--- src/rtl/temp_qsys_oci_trace_pkg.sv ---
// Shared widths, frame type codes, trace code values and packer state encoding for the OCI DCT packer.
// Frame builders keep the DCT/ADDR bit layout in a single place.
package temp_qsys_oci_trace_pkg;

  localparam int CODE_W = 2;
  localparam int BUF_W  = 30;
  localparam int CNT_W  = 4;
  localparam int PC_W   = 32;
  localparam int FRM_W  = 36;

  localparam logic [1:0] FT_DCT  = 2'b00;
  localparam logic [1:0] FT_ADDR = 2'b01;

  localparam logic [CODE_W-1:0] TC_ILLEGAL   = 2'b00;
  localparam logic [CODE_W-1:0] TC_NOT_TAKEN = 2'b01;
  localparam logic [CODE_W-1:0] TC_TAKEN     = 2'b10;
  localparam logic [CODE_W-1:0] TC_SEQ       = 2'b11;

  localparam logic [CNT_W-1:0] CNT_FULL = 4'd15;

  typedef enum logic [1:0] {
    ST_IDLE,
    ST_PACK,
    ST_FLUSH,
    ST_ADDR
  } pack_state_t;

  function automatic logic [FRM_W-1:0] dct_frame(input logic [CNT_W-1:0] cnt,
                                                 input logic [BUF_W-1:0] codes);
    return {FT_DCT, cnt, codes};
  endfunction

  function automatic logic [FRM_W-1:0] addr_frame(input logic [PC_W-1:0] pc);
    return {FT_ADDR, 2'b00, pc};
  endfunction

endpackage

--- src/rtl/temp_qsys_nios2_gen2_cpu_oci_frame_reg.sv ---
// Single-entry valid/ready output register for trace frames.
// free is high when a new frame may be loaded this cycle (empty, or draining on this edge).
module temp_qsys_nios2_gen2_cpu_oci_frame_reg
  import temp_qsys_oci_trace_pkg::*;
(
  input  logic             clk,
  input  logic             reset_n,
  input  logic             load,
  input  logic [FRM_W-1:0] load_data,
  input  logic             frm_ready,
  output logic             frm_valid,
  output logic [FRM_W-1:0] frm_data,
  output logic             free
);

  logic             valid_reg;
  logic [FRM_W-1:0] data_reg;

  assign free      = !valid_reg || frm_ready;
  assign frm_valid = valid_reg;
  assign frm_data  = data_reg;

  // Data only changes on load, so it stays stable while the FIFO back-pressures.
  always_ff @(posedge clk or negedge reset_n) begin
    if (!reset_n) begin
      valid_reg <= 1'b0;
      data_reg  <= '0;
    end else if (load) begin
      valid_reg <= 1'b1;
      data_reg  <= load_data;
    end else if (frm_ready) begin
      valid_reg <= 1'b0;
    end
  end

endmodule

--- src/rtl/temp_qsys_nios2_gen2_cpu_oci_dct_packer.sv ---
// Packs 2-bit direct-branch trace codes into a 30-bit accumulator and emits DCT/ADDR frames.
// Optional feature: define OCI_DCT_DROP_CNT_EN to add the saturating drop_cnt output.
module temp_qsys_nios2_gen2_cpu_oci_dct_packer
  import temp_qsys_oci_trace_pkg::*;
(
  input  logic              clk,
  input  logic              reset_n,
  input  logic              trc_on,
  input  logic              inst_valid,
  input  logic [CODE_W-1:0] inst_code,
  input  logic              ind_valid,
  input  logic [PC_W-1:0]   ind_pc,
  output logic              frm_valid,
  input  logic              frm_ready,
  output logic [FRM_W-1:0]  frm_data,
  output logic [BUF_W-1:0]  dct_buffer,
  output logic [CNT_W-1:0]  dct_count,
  output logic              ovf,
  input  logic              ovf_clr
`ifdef OCI_DCT_DROP_CNT_EN
  ,output logic [7:0]       drop_cnt
`endif
);

  pack_state_t      state_reg, state_next;
  logic [BUF_W-1:0] buf_reg, buf_next, buf_s;
  logic [CNT_W-1:0] cnt_reg, cnt_next, cnt_s;
  logic [PC_W-1:0]  pc_reg, pc_next;
  logic             pc_pend_reg, pc_pend_next;
  logic             trc_d_reg;
  logic             ovf_reg;

  logic             trc_fall, ind_evt, code_evt, accept;
  logic             drop_code, drop_pc;
  logic             load, free;
  logic [FRM_W-1:0] load_data;
  pack_state_t      resume_state;

  assign dct_buffer = buf_reg;
  assign dct_count  = cnt_reg;
  assign ovf        = ovf_reg;

  assign trc_fall = trc_d_reg && !trc_on;
  assign ind_evt  = trc_on && ind_valid;
  assign code_evt = trc_on && inst_valid && (inst_code != TC_ILLEGAL);
  // A waiting flush freezes the accumulator; a full accumulator cannot take more.
  assign accept    = code_evt && (cnt_reg != CNT_FULL) && (state_reg != ST_FLUSH);
  assign drop_code = code_evt && !accept;

  // Post-shift view: a code arriving with a flush trigger lands in the flushed frame.
  assign buf_s = accept ? {buf_reg[BUF_W-CODE_W-1:0], inst_code} : buf_reg;
  assign cnt_s = accept ? cnt_reg + 4'd1 : cnt_reg;

  assign resume_state = trc_on ? ST_PACK : ST_IDLE;

  always_comb begin
    state_next   = state_reg;
    buf_next     = buf_s;
    cnt_next     = cnt_s;
    pc_next      = pc_reg;
    pc_pend_next = pc_pend_reg;
    load         = 1'b0;
    load_data    = dct_frame(cnt_s, buf_s);
    drop_pc      = 1'b0;
    case (state_reg)
      ST_IDLE, ST_PACK: begin
        state_next = resume_state;
        if (ind_evt) begin
          pc_pend_next = 1'b1;
          pc_next      = ind_pc;
        end
        if ((cnt_s == CNT_FULL) || ind_evt || trc_fall) begin
          if (cnt_s == '0) begin
            if (ind_evt) state_next = ST_ADDR;
          end else if (free) begin
            load       = 1'b1;
            buf_next   = '0;
            cnt_next   = '0;
            state_next = ind_evt ? ST_ADDR : resume_state;
          end else begin
            state_next = ST_FLUSH;
          end
        end
      end
      ST_FLUSH: begin
        if (ind_evt) begin
          if (pc_pend_reg) begin
            drop_pc = 1'b1;
          end else begin
            pc_pend_next = 1'b1;
            pc_next      = ind_pc;
          end
        end
        if (free) begin
          load       = 1'b1;
          buf_next   = '0;
          cnt_next   = '0;
          state_next = pc_pend_next ? ST_ADDR : resume_state;
        end
      end
      ST_ADDR: begin
        drop_pc = ind_evt;
        if (free) begin
          load         = 1'b1;
          load_data    = addr_frame(pc_reg);
          pc_pend_next = 1'b0;
          // Codes packed behind the address frame still owe a flush if full or trace stopped.
          if ((cnt_s == CNT_FULL) || (!trc_on && (cnt_s != '0)))
            state_next = ST_FLUSH;
          else
            state_next = resume_state;
        end
      end
      default: state_next = ST_IDLE;
    endcase
  end

  always_ff @(posedge clk or negedge reset_n) begin
    if (!reset_n) begin
      state_reg   <= ST_IDLE;
      buf_reg     <= '0;
      cnt_reg     <= '0;
      pc_reg      <= '0;
      pc_pend_reg <= 1'b0;
      trc_d_reg   <= 1'b0;
      ovf_reg     <= 1'b0;
    end else begin
      state_reg   <= state_next;
      buf_reg     <= buf_next;
      cnt_reg     <= cnt_next;
      pc_reg      <= pc_next;
      pc_pend_reg <= pc_pend_next;
      trc_d_reg   <= trc_on;
      if (drop_code || drop_pc)
        ovf_reg <= 1'b1;
      else if (ovf_clr)
        ovf_reg <= 1'b0;
    end
  end

`ifdef OCI_DCT_DROP_CNT_EN
  logic [7:0] drop_cnt_reg;
  logic [8:0] drop_sum;

  assign drop_sum = {1'b0, drop_cnt_reg} + {7'd0, {1'b0, drop_code} + {1'b0, drop_pc}};
  assign drop_cnt = drop_cnt_reg;

  always_ff @(posedge clk or negedge reset_n) begin
    if (!reset_n)
      drop_cnt_reg <= '0;
    else if (drop_code || drop_pc)
      drop_cnt_reg <= drop_sum[8] ? 8'hFF : drop_sum[7:0];
    else if (ovf_clr)
      drop_cnt_reg <= '0;
  end
`endif

  temp_qsys_nios2_gen2_cpu_oci_frame_reg u_frame_reg (
    .clk       (clk),
    .reset_n   (reset_n),
    .load      (load),
    .load_data (load_data),
    .frm_ready (frm_ready),
    .frm_valid (frm_valid),
    .frm_data  (frm_data),
    .free      (free)
  );

endmodule

--- config.mk ---
export PLATFORM = sky130hd
export DESIGN_NAME = temp_qsys_nios2_gen2_cpu_oci_dct_packer
export DESIGN_NICKNAME = d
export VERILOG_FILES = /design/src/rtl/temp_qsys_oci_trace_pkg.sv /design/src/rtl/temp_qsys_nios2_gen2_cpu_oci_frame_reg.sv /design/src/rtl/temp_qsys_nios2_gen2_cpu_oci_dct_packer.sv
export SDC_FILE = /design/constraint.sdc
export NUM_CORES = 1
export LEC_CHECK = 0
export BUFFER_PORTS_ARGS = -buffer_cell sky130_fd_sc_hd__buf_2
export CAP_MARGIN = 20
export CORE_AREA = 5 5 116 118
export CTS_BUF_LIST = sky130_fd_sc_hd__clkbuf_16
export DETAILED_ROUTE_END_ITERATION = 7
export DIE_AREA = 0 0 121 123
export GPL_TIMING_DRIVEN = 0
export MAX_ROUTING_LAYER = met4
export RECOVER_POWER = 25
export SLEW_MARGIN = 15
export SYNTH_ARGS = -nofsm -noshare
export SYNTH_HDL_FRONTEND = slang
export SYNTH_HIERARCHICAL = 1
export SYNTH_SLANG_ARGS = --single-unit
--- constraint.sdc ---
create_clock -name clk -period 4.65 [get_ports clk]
set_input_delay 0.93 -clock clk [delete_from_list [all_inputs] [get_ports clk]]
set_output_delay 0.93 -clock clk [all_outputs]
set_load 0.02 [all_outputs]
==> out/qor.tcl, run 1 <==
set qor(crit_slowest_cell) {sky130_fd_sc_hd__o21ai_1}
set qor(core_region_area_um2) 12400
set qor(min_path_type) {reg2reg}
set qor(place_congestion) 0.835
set qor(first_global_vias) 3772
set qor(grt_setup_unrepaired) {no}
set qor(worstPathCellList) {buf_2 > buf_4 > o21ai_1 > nor2_1 > o311ai_4 > and2_1 > buf_6 > buf_12 > mux2_4}
set qor(clock-skew-final_ns) 0.00693
set qor(detail_route.iter0.violations) 205
set qor(hpwl_um) 9300
set qor(clk_latency_worst_skew_pair_ns) 0.35
set qor(final_hold_viol_count) 0
set qor(netlist_top_cells_area) {sky130_fd_sc_hd__dfrtp_1 52%, sky130_fd_sc_hd__mux2_2 8.7%, sky130_fd_sc_hd__mux2_4 8.4%}
set qor(timing.fmax_ghz) 0.343
set qor(postSynthCellCount) 405
set qor(postCtsSetupBuffers) 0
set qor(crit_path_end_kind) {register}
set qor(violated_checks) {capacitance limit, slew limit}
set qor(syn_to_final_growth_pct) 21.4
set qor(buffer_levels_on_the_longest_clock_path) 2
set qor(synth.avg_cell_area_um2) 12.8
set qor(via_per_inst) 5.02
set qor(drt_pass1_iterations) 4
set qor(port_buffers) 112
set qor(worstMarginPinSlew_ns) 2.20
set qor(htree_levels) 3
set qor(drt.antenna.violating_nets) 0
set qor(pin_count) 113
set qor(setup_total_negative_slack_ns) 0
set qor(globalRoute.totalOverflow) 0
set qor(num_rows) 41
set qor(proportion_of_layout_cells_with_a_drive_suffix_above_1) 0.472
set qor(grt_pass1_wl_um) 20600
set qor(die_area_um2) 14900
set qor(finalWirelength_um) 13000
set qor(cts_tree) {yes}
set qor(effective_utilization_at_floorplan) 0.418
set qor(fin_crit_sh) 0.628
set qor(grt_max_degree) 71
set qor(cts_repair_resize_count) 0
set qor(required_ns) 4.88
set qor(clock_buffer_count_from_cts) 9
set qor(utilization_after_layout) 0.507
set qor(power.ir.vdd_worst_uv) 277
set qor(holdWs_ns) 0.503
set qor(drc_errors) 0
set qor(nFillCells) 1131
set qor(setup_ws_ns) 1.73
set qor(setup.worst_path.start_class) {input pin}
set qor(clock_sinks) 108
set qor(arrival_ns) 3.15
set qor(largest_reg_flops) 36
set qor(timing.setup.critical_path_class) {in2reg}
set qor(synthesis.area_um2) 5170
set qor(synth_top_cell_by_area) {sky130_fd_sc_hd__dfrtp_1}
set qor(status) {finished with violations}
set qor(synthArstFlopShare) 1.00
set qor(avgRoutedWirePerCell_um) 18.4
set qor(synth_sequential_area_ratio) 0.523
set qor(period_minus_slack_ns) 2.92
set qor(synth_top_area_frac) 0.523
set qor(max_cap_violations) 1
set qor(clk_pin_slew_worst_paths_ns) 0.07
set qor(die_x_um) 121
set qor(setup-violations-final) 0
set qor(max_slew_margin) -0.467
set qor(commonest_non_fill_non_tap_cell_in_the_layout) {sky130_fd_sc_hd__buf_2}
set qor(grtUsageTotal) 0.186
set qor(power.static_leakage_uw) 0.00302
set qor(worst_path_largest_cell_delay_ns) 0.50
set qor(postSynthNetCount) 447
set qor(antenna_found_initial) 1
set qor(via_count) 3550
set qor(maxSlewViolCount) 39
set qor(cts.hold.buffers_added) 0
set qor(dominantRegCellSynth) {sky130_fd_sc_hd__dfrtp_1}
set qor(ys_ff_latch) 108
set qor(post_synth_num_cell_types) 47
set qor(finalNetCount) 571
set qor(die-height_um) 123
set qor(synth-edff-count) 0
set qor(worst-path-max-fanout) 10
set qor(final_cell_mix) {116 x sky130_fd_sc_hd__buf_2, 108 x sky130_fd_sc_hd__dfrtp_1, 40 x sky130_fd_sc_hd__nor2_1, 40 x sky130_fd_sc_hd__mux2_2, 35 x sky130_fd_sc_hd__a21oi_1}
set qor(pre_cts_ws_ns) 1.43
set qor(synth-warning-count) 6
set qor(power_density_over_cell_area_nw_per_um2) 650
set qor(cts_root_buf) {sky130_fd_sc_hd__clkbuf_16}
-- critical path, delay by kind of cell --
kind | cells | cell delay (ns)
buffers and inverters | 4 | 0.62
and+or+nand+nor | 2 | 0.35
muxes | 1 | 0.31
AOI/OAI and AO/OA | 2 | 0.92
-- layer usage --
| metal | global-route usage | share of wire |
|---|---|---|
| met2 | 0.290 | 0.46 |
| met4 | 0.0482 | 0.011 |
| met3 | 0.0398 | 0.049 |
| met5 | - | 0 |
| met1 | 0.251 | 0.48 |
-- cells by family after synthesis --
family,share of synthesized area
AND/OR/NAND/NOR,0.0598
AO/OA/AOI/OAI,0.134
other,0.000726
multiplexers,0.232
adder cells (fa/ha/maj),0.00242
buffers and inverters,0.0448
flip-flops,0.523
XOR/XNOR,0.00339
-- where the power goes --
part	switching, uW	internal (uW)	leakage [uW]
registers	197	1260	0.00139
logic	1010	825	0.00148
clock network	356	421	0.000142
-- path summary, 6_finish.rpt --
check                                                     start                                   end  slack, ns  depth (start not counted)
setup / recovery                                         trc_on  u_frame_reg/frm_data[14]$_DFFE_PN0P_       1.73                          9
hold / removal             u_frame_reg/frm_data[32]$_DFFE_PN0P_  u_frame_reg/frm_data[32]$_DFFE_PN0P_       0.50                          1
setup reg to reg                         dct_count[0]$_DFF_PN0_  u_frame_reg/frm_data[14]$_DFFE_PN0P_       2.05                         10
hold reg to reg            u_frame_reg/frm_data[32]$_DFFE_PN0P_  u_frame_reg/frm_data[32]$_DFFE_PN0P_       0.50                          1
max in group asynchronous                               reset_n                 pc_reg[3]$_DFFE_PN0P_       2.17                          1
min in group asynchronous                               reset_n   u_frame_reg/frm_data[4]$_DFFE_PN0P_       1.23                          1
-- cell usage after synthesis (2+ instances only) --
library cell,n
sky130_fd_sc_hd__o21ai_0,5
sky130_fd_sc_hd__and2_1,4
sky130_fd_sc_hd__nand4_1,2
sky130_fd_sc_hd__o211ai_1,2
sky130_fd_sc_hd__nand2b_1,4
sky130_fd_sc_hd__buf_6,5
sky130_fd_sc_hd__nand2_1,5
sky130_fd_sc_hd__a31oi_1,2
sky130_fd_sc_hd__mux2_2,40
sky130_fd_sc_hd__mux2i_1,31
sky130_fd_sc_hd__o21ai_1,2
sky130_fd_sc_hd__nor2b_1,5
sky130_fd_sc_hd__nand3_1,3
sky130_fd_sc_hd__xnor2_1,2
sky130_fd_sc_hd__dfrtp_1,108
sky130_fd_sc_hd__a22o_1,2
sky130_fd_sc_hd__a21oi_1,35
sky130_fd_sc_hd__inv_1,3
sky130_fd_sc_hd__buf_12,3
sky130_fd_sc_hd__clkbuf_1,12
sky130_fd_sc_hd__mux2_4,29
sky130_fd_sc_hd__nor2_1,40
sky130_fd_sc_hd__a21oi_2,30
sky130_fd_sc_hd__buf_4,4
sky130_fd_sc_hd__buf_2,5
-- per-stage QoR --
stage	total power, uW	std cells	instance area (um2)
after global routing	4310	707	6270
after floorplan	2800	405	5170
after detailed placement	3320	690	5980
after global placement	3290	689	5940
after CTS	4120	706	6280
final	4070	707	6270
-- area by class of cell --
| cell class | count | area [um2] | area share |
|---|---|---|---|
| clock buffer | 9 | 225 | 0.0359 |
| tap | 172 | 215 | 0.0343 |
| buffer | 30 | 220 | 0.0351 |
| clock inverter | 7 | 76.3 | 0.0122 |
| antenna | 1 | 2.50 | 0.000399 |
| multi-input combinational | 264 | 2230 | 0.356 |
| inverter | 3 | 11.3 | 0.00180 |
| timing repair buffer | 113 | 587 | 0.0936 |
| sequential | 108 | 2700 | 0.431 |
No activity file was read; power rests on OpenSTA's default activity.
==> run 2: changes to the inputs <==
--- a/config.mk
+++ b/config.mk
@@ -13,6 +13,7 @@
 export DIE_AREA = 0 0 121 123
 export GPL_TIMING_DRIVEN = 0
 export MAX_ROUTING_LAYER = met4
+export PLACE_DENSITY = 0.67
 export RECOVER_POWER = 25
 export SLEW_MARGIN = 15
 export SYNTH_ARGS = -nofsm -noshare
==> constraint.sdc (replaced) <==
create_clock -name clk -period 2.3 [get_ports clk]
set_input_delay 0.46 -clock clk [delete_from_list [all_inputs] [get_ports clk]]
set_output_delay 0.46 -clock clk [all_outputs]
set_load 0.02 [all_outputs]
==> run 2 against run 1 <==
Compared with the run above:
- the flow now finishes without violations
- first-iteration DRC count fell by 25%
- clock-buffer cell count unchanged
- combinational power is 120% higher
- sequential power grew 100%
- via count is 2.5% higher
- worst setup slack worse by 1.7 ns
- non-clock buffer count grew 11
- critical path type is now reg2reg
==> out/qor.tcl, run 2 (same netlist as run 1, synthesis figures left out) <==
set qor(status) {finished clean}
set qor(final_hold_viol_count) 0 ;# unchanged
set qor(cts_root_buf) {sky130_fd_sc_hd__clkbuf_16}
set qor(finalWirelength_um) 13200 ;# +1.2%
set qor(period_minus_slack_ns) 2.29
set qor(grt_setup_unrepaired) {yes}
set qor(r2r_slack_ns) 0.01 ;# -2.04 ns
set qor(power.internal_uw) 5400 ;# +110%
set qor(effective_utilization_at_floorplan) 0.418 ;# unchanged
set qor(syn_to_final_growth_pct) 25.9
set qor(antenna_found_initial) 2 ;# +1
set qor(pin_count) 113 ;# unchanged
set qor(timing.fmax_ghz) 0.437
set qor(globalRoute.totalOverflow) 0 ;# unchanged
set qor(proportion_of_layout_cells_with_a_drive_suffix_above_1) 0.505 ;# +0.0327
set qor(pre_cts_ws_ns) -0.412 ;# -1.84 ns
set qor(clk_pin_slew_worst_paths_ns) 0.08 ;# about the same
set qor(die_x_um) 121 ;# unchanged
set qor(die-height_um) 123 ;# unchanged
set qor(drt.antenna.violating_nets) 0 ;# unchanged
set qor(commonest_non_fill_non_tap_cell_in_the_layout) {sky130_fd_sc_hd__buf_2}
set qor(setup-violations-final) 0 ;# unchanged
set qor(sequential_power_share) 0.344 ;# -0.015
set qor(crit_path_end_kind) {register}
set qor(detail_route.iter0.violations) 154 ;# -25%
set qor(worst_hold_startpoint) {trc_on}
set qor(comb_power_share) 0.460 ;# +0.009
set qor(fin_crit_sh) 0.996
set qor(drt_pass1_iterations) 5 ;# +1
set qor(grt_pass1_wl_um) 20600 ;# about the same
set qor(via_per_inst) 5.06 ;# +0.74%
set qor(place_congestion) 0.809 ;# -3.1%
set qor(power.net_switching_uw) 3250 ;# +110%
set qor(rr_endpoint) {u_frame_reg/frm_data[4]$_DFFE_PN0P_}
set qor(min_path_type) {in2reg}
set qor(finalNetCount) 582 ;# +1.9%
set qor(r2r.worst_path.cells) 9 ;# -1
set qor(htree_levels) 3 ;# unchanged
set qor(drc_errors) 0 ;# unchanged
set qor(min_path_cells) 1 ;# unchanged
set qor(grtUsageTotal) 0.185 ;# -0.00171
set qor(required_ns) 2.53 ;# -2.35 ns
set qor(layout.area.seq_um2) 2710 ;# about the same
set qor(setup_ws_ns) 0.00976 ;# -1.72 ns
set qor(core_region_area_um2) 12400 ;# unchanged
set qor(power_density_over_cell_area_nw_per_um2) 1330 ;# +100%
set qor(buffer_levels_on_the_longest_clock_path) 2 ;# unchanged
set qor(power.ir.vdd_worst_uv) 565 ;# +100%
set qor(power.share.switching) 0.376 ;# -0.00835
set qor(avgRoutedWirePerCell_um) 18.3 ;# -0.50%
set qor(setup.worst_path.start_class) {register}
set qor(clk_latency_worst_skew_pair_ns) 0.34 ;# about the same
set qor(hpwl_um) 9250 ;# -0.47%
set qor(arrival_ns) 2.52 ;# -0.63 ns
set qor(worst-path-max-fanout) 10 ;# unchanged
set qor(critical_path.reg2reg.startpoint) {dct_count[0]$_DFF_PN0_}
set qor(nFillCells) 1092 ;# -3.4%
set qor(num_rows) 41 ;# unchanged
set qor(holdWs_ns) 0.267 ;# -0.236 ns
set qor(timing.setup.critical_path_class) {reg2reg}
set qor(maxSlewViolCount) 0 ;# -100%
set qor(clock-skew-final_ns) 0.00857 ;# +0.00165 ns
set qor(final_cell_mix) {113 x sky130_fd_sc_hd__buf_2, 106 x sky130_fd_sc_hd__dfrtp_1, 40 x sky130_fd_sc_hd__nor2_1, 40 x sky130_fd_sc_hd__mux2_2, 35 x sky130_fd_sc_hd__a21oi_1}
set qor(clock_sinks) 108 ;# unchanged
set qor(timing.hold.worst_endpoint) {trc_d_reg$_DFF_PN0_}
set qor(max_slew_margin) 0.457 ;# +0.924
set qor(power.static_leakage_uw) 0.00312 ;# +3.3%
set qor(via_count) 3637 ;# +2.5%
set qor(worstMarginPinSlew_ns) 0.815 ;# -1.39 ns
set qor(port_buffers) 112 ;# unchanged
set qor(multiInputGateArea_um2) 2300 ;# +2.9%
set qor(clock_buffer_count_from_cts) 9 ;# unchanged
set qor(max_cap_violations) 0 ;# -1
set qor(first_global_vias) 3910 ;# +3.7%
set qor(grt_max_degree) 82 ;# +15%
set qor(clock_power_share) 0.196 ;# +0.005
set qor(largest_reg_flops) 36 ;# unchanged
set qor(cts_tree) {yes}
set qor(die_area_um2) 14900 ;# unchanged
run 2: cell count changes in the layout (fill, tap and decap cells not counted), sizes merged:
cell	change
clkinv	-2
diode	+1
bufinv	+1
clkbuf	-1
inv	+1
dlygate4sd3	+1
buf	+11
run 2: critical path, stage by stage (launching register included):
cell	delay, ns
sky130_fd_sc_hd__dfrtp_2	0.44
sky130_fd_sc_hd__ha_4	0.19
sky130_fd_sc_hd__nor2b_1	0.12
sky130_fd_sc_hd__a31oi_1	0.11
sky130_fd_sc_hd__o311ai_2	0.36
sky130_fd_sc_hd__o311ai_4	0.18
sky130_fd_sc_hd__and2_4	0.18
sky130_fd_sc_hd__buf_12	0.15
sky130_fd_sc_hd__buf_12	0.15
sky130_fd_sc_hd__mux2_4	0.30
run 2: power groups by stage:
| stage | logic (uW) | registers [uW] | clock network [uW] |
|---|---|---|---|
| 2_1_floorplan | 2380 | 3310 | 0 |
| 3_3_place_gp | 3690 | 2960 | 0 |
| 3_5_place_dp | 3750 | 2990 | 0 |
| 4_1_cts | 3940 | 2960 | 1720 |
| 5_1_grt | 4270 | 3050 | 1810 |
| 6_report | 3980 | 2970 | 1690 |
run 2: worst max-delay path by stage:
stage	from	to	slack (ns)	cells after the start
floorplan	trc_on	u_frame_reg/frm_data[10]$_DFFE_PN0P_	-0.05	10
global placement	reset_n	dct_count[1]$_DFF_PN0_	-0.67	1
detailed placement	trc_on	u_frame_reg/frm_data[13]$_DFFE_PN0P_	-0.41	11
CTS	dct_count[0]$_DFF_PN0_	u_frame_reg/frm_data[33]$_DFFE_PN0P_	0.02	9
global route	dct_count[0]$_DFF_PN0_	u_frame_reg/frm_data[12]$_DFFE_PN0P_	-0.05	9
finish	dct_count[0]$_DFF_PN0_	u_frame_reg/frm_data[4]$_DFFE_PN0P_	0.01	9
run 2: final cells by class:
cell class | instances | area share
sequential | 108 | 0.416
timing repair buffer | 126 | 0.110
buffer | 28 | 0.0358
multi-input combinational | 264 | 0.353
antenna | 2 | 0.000769
clock inverter | 7 | 0.0150
clock buffer | 9 | 0.0346
tap | 172 | 0.0331
inverter | 3 | 0.00173
run 2: routing by layer:
layer / global-route usage / share of wire / up-vias
li1: - / - / 1705
met4: 0.0545 / 0.015 / 0
met2: 0.281 / 0.46 / 109
met3: 0.0471 / 0.060 / 20
met5: - / 0 / -
met1: 0.246 / 0.47 / 1803
run 2: repair_timing:
action                                  CTS  global route
hold buffers                              1             0
gates cloned                              1             0
pin swaps                                 3             2
resized for setup                         9             8
hold endpoints to repair                 27             0
endpoints found under the setup margin   36            36
buffers inserted                          7             4
run 2: per-stage QoR:
step / utilization / TNS (ns) / cells / power [uW] / cell area, um2
detailed placement: 0.486 / -13.84 / 690 / 6740 / 6010
finish: 0.526 / 0 / 719 / 8640 / 6500
floorplan: - / -1.35 / 405 / 5690 / 5200
CTS: 0.520 / 0 / 713 / 8620 / 6430
global placement: 0.483 / -63.19 / 689 / 6660 / 5980
global route: 0.526 / -0.975 / 719 / 9130 / 6500
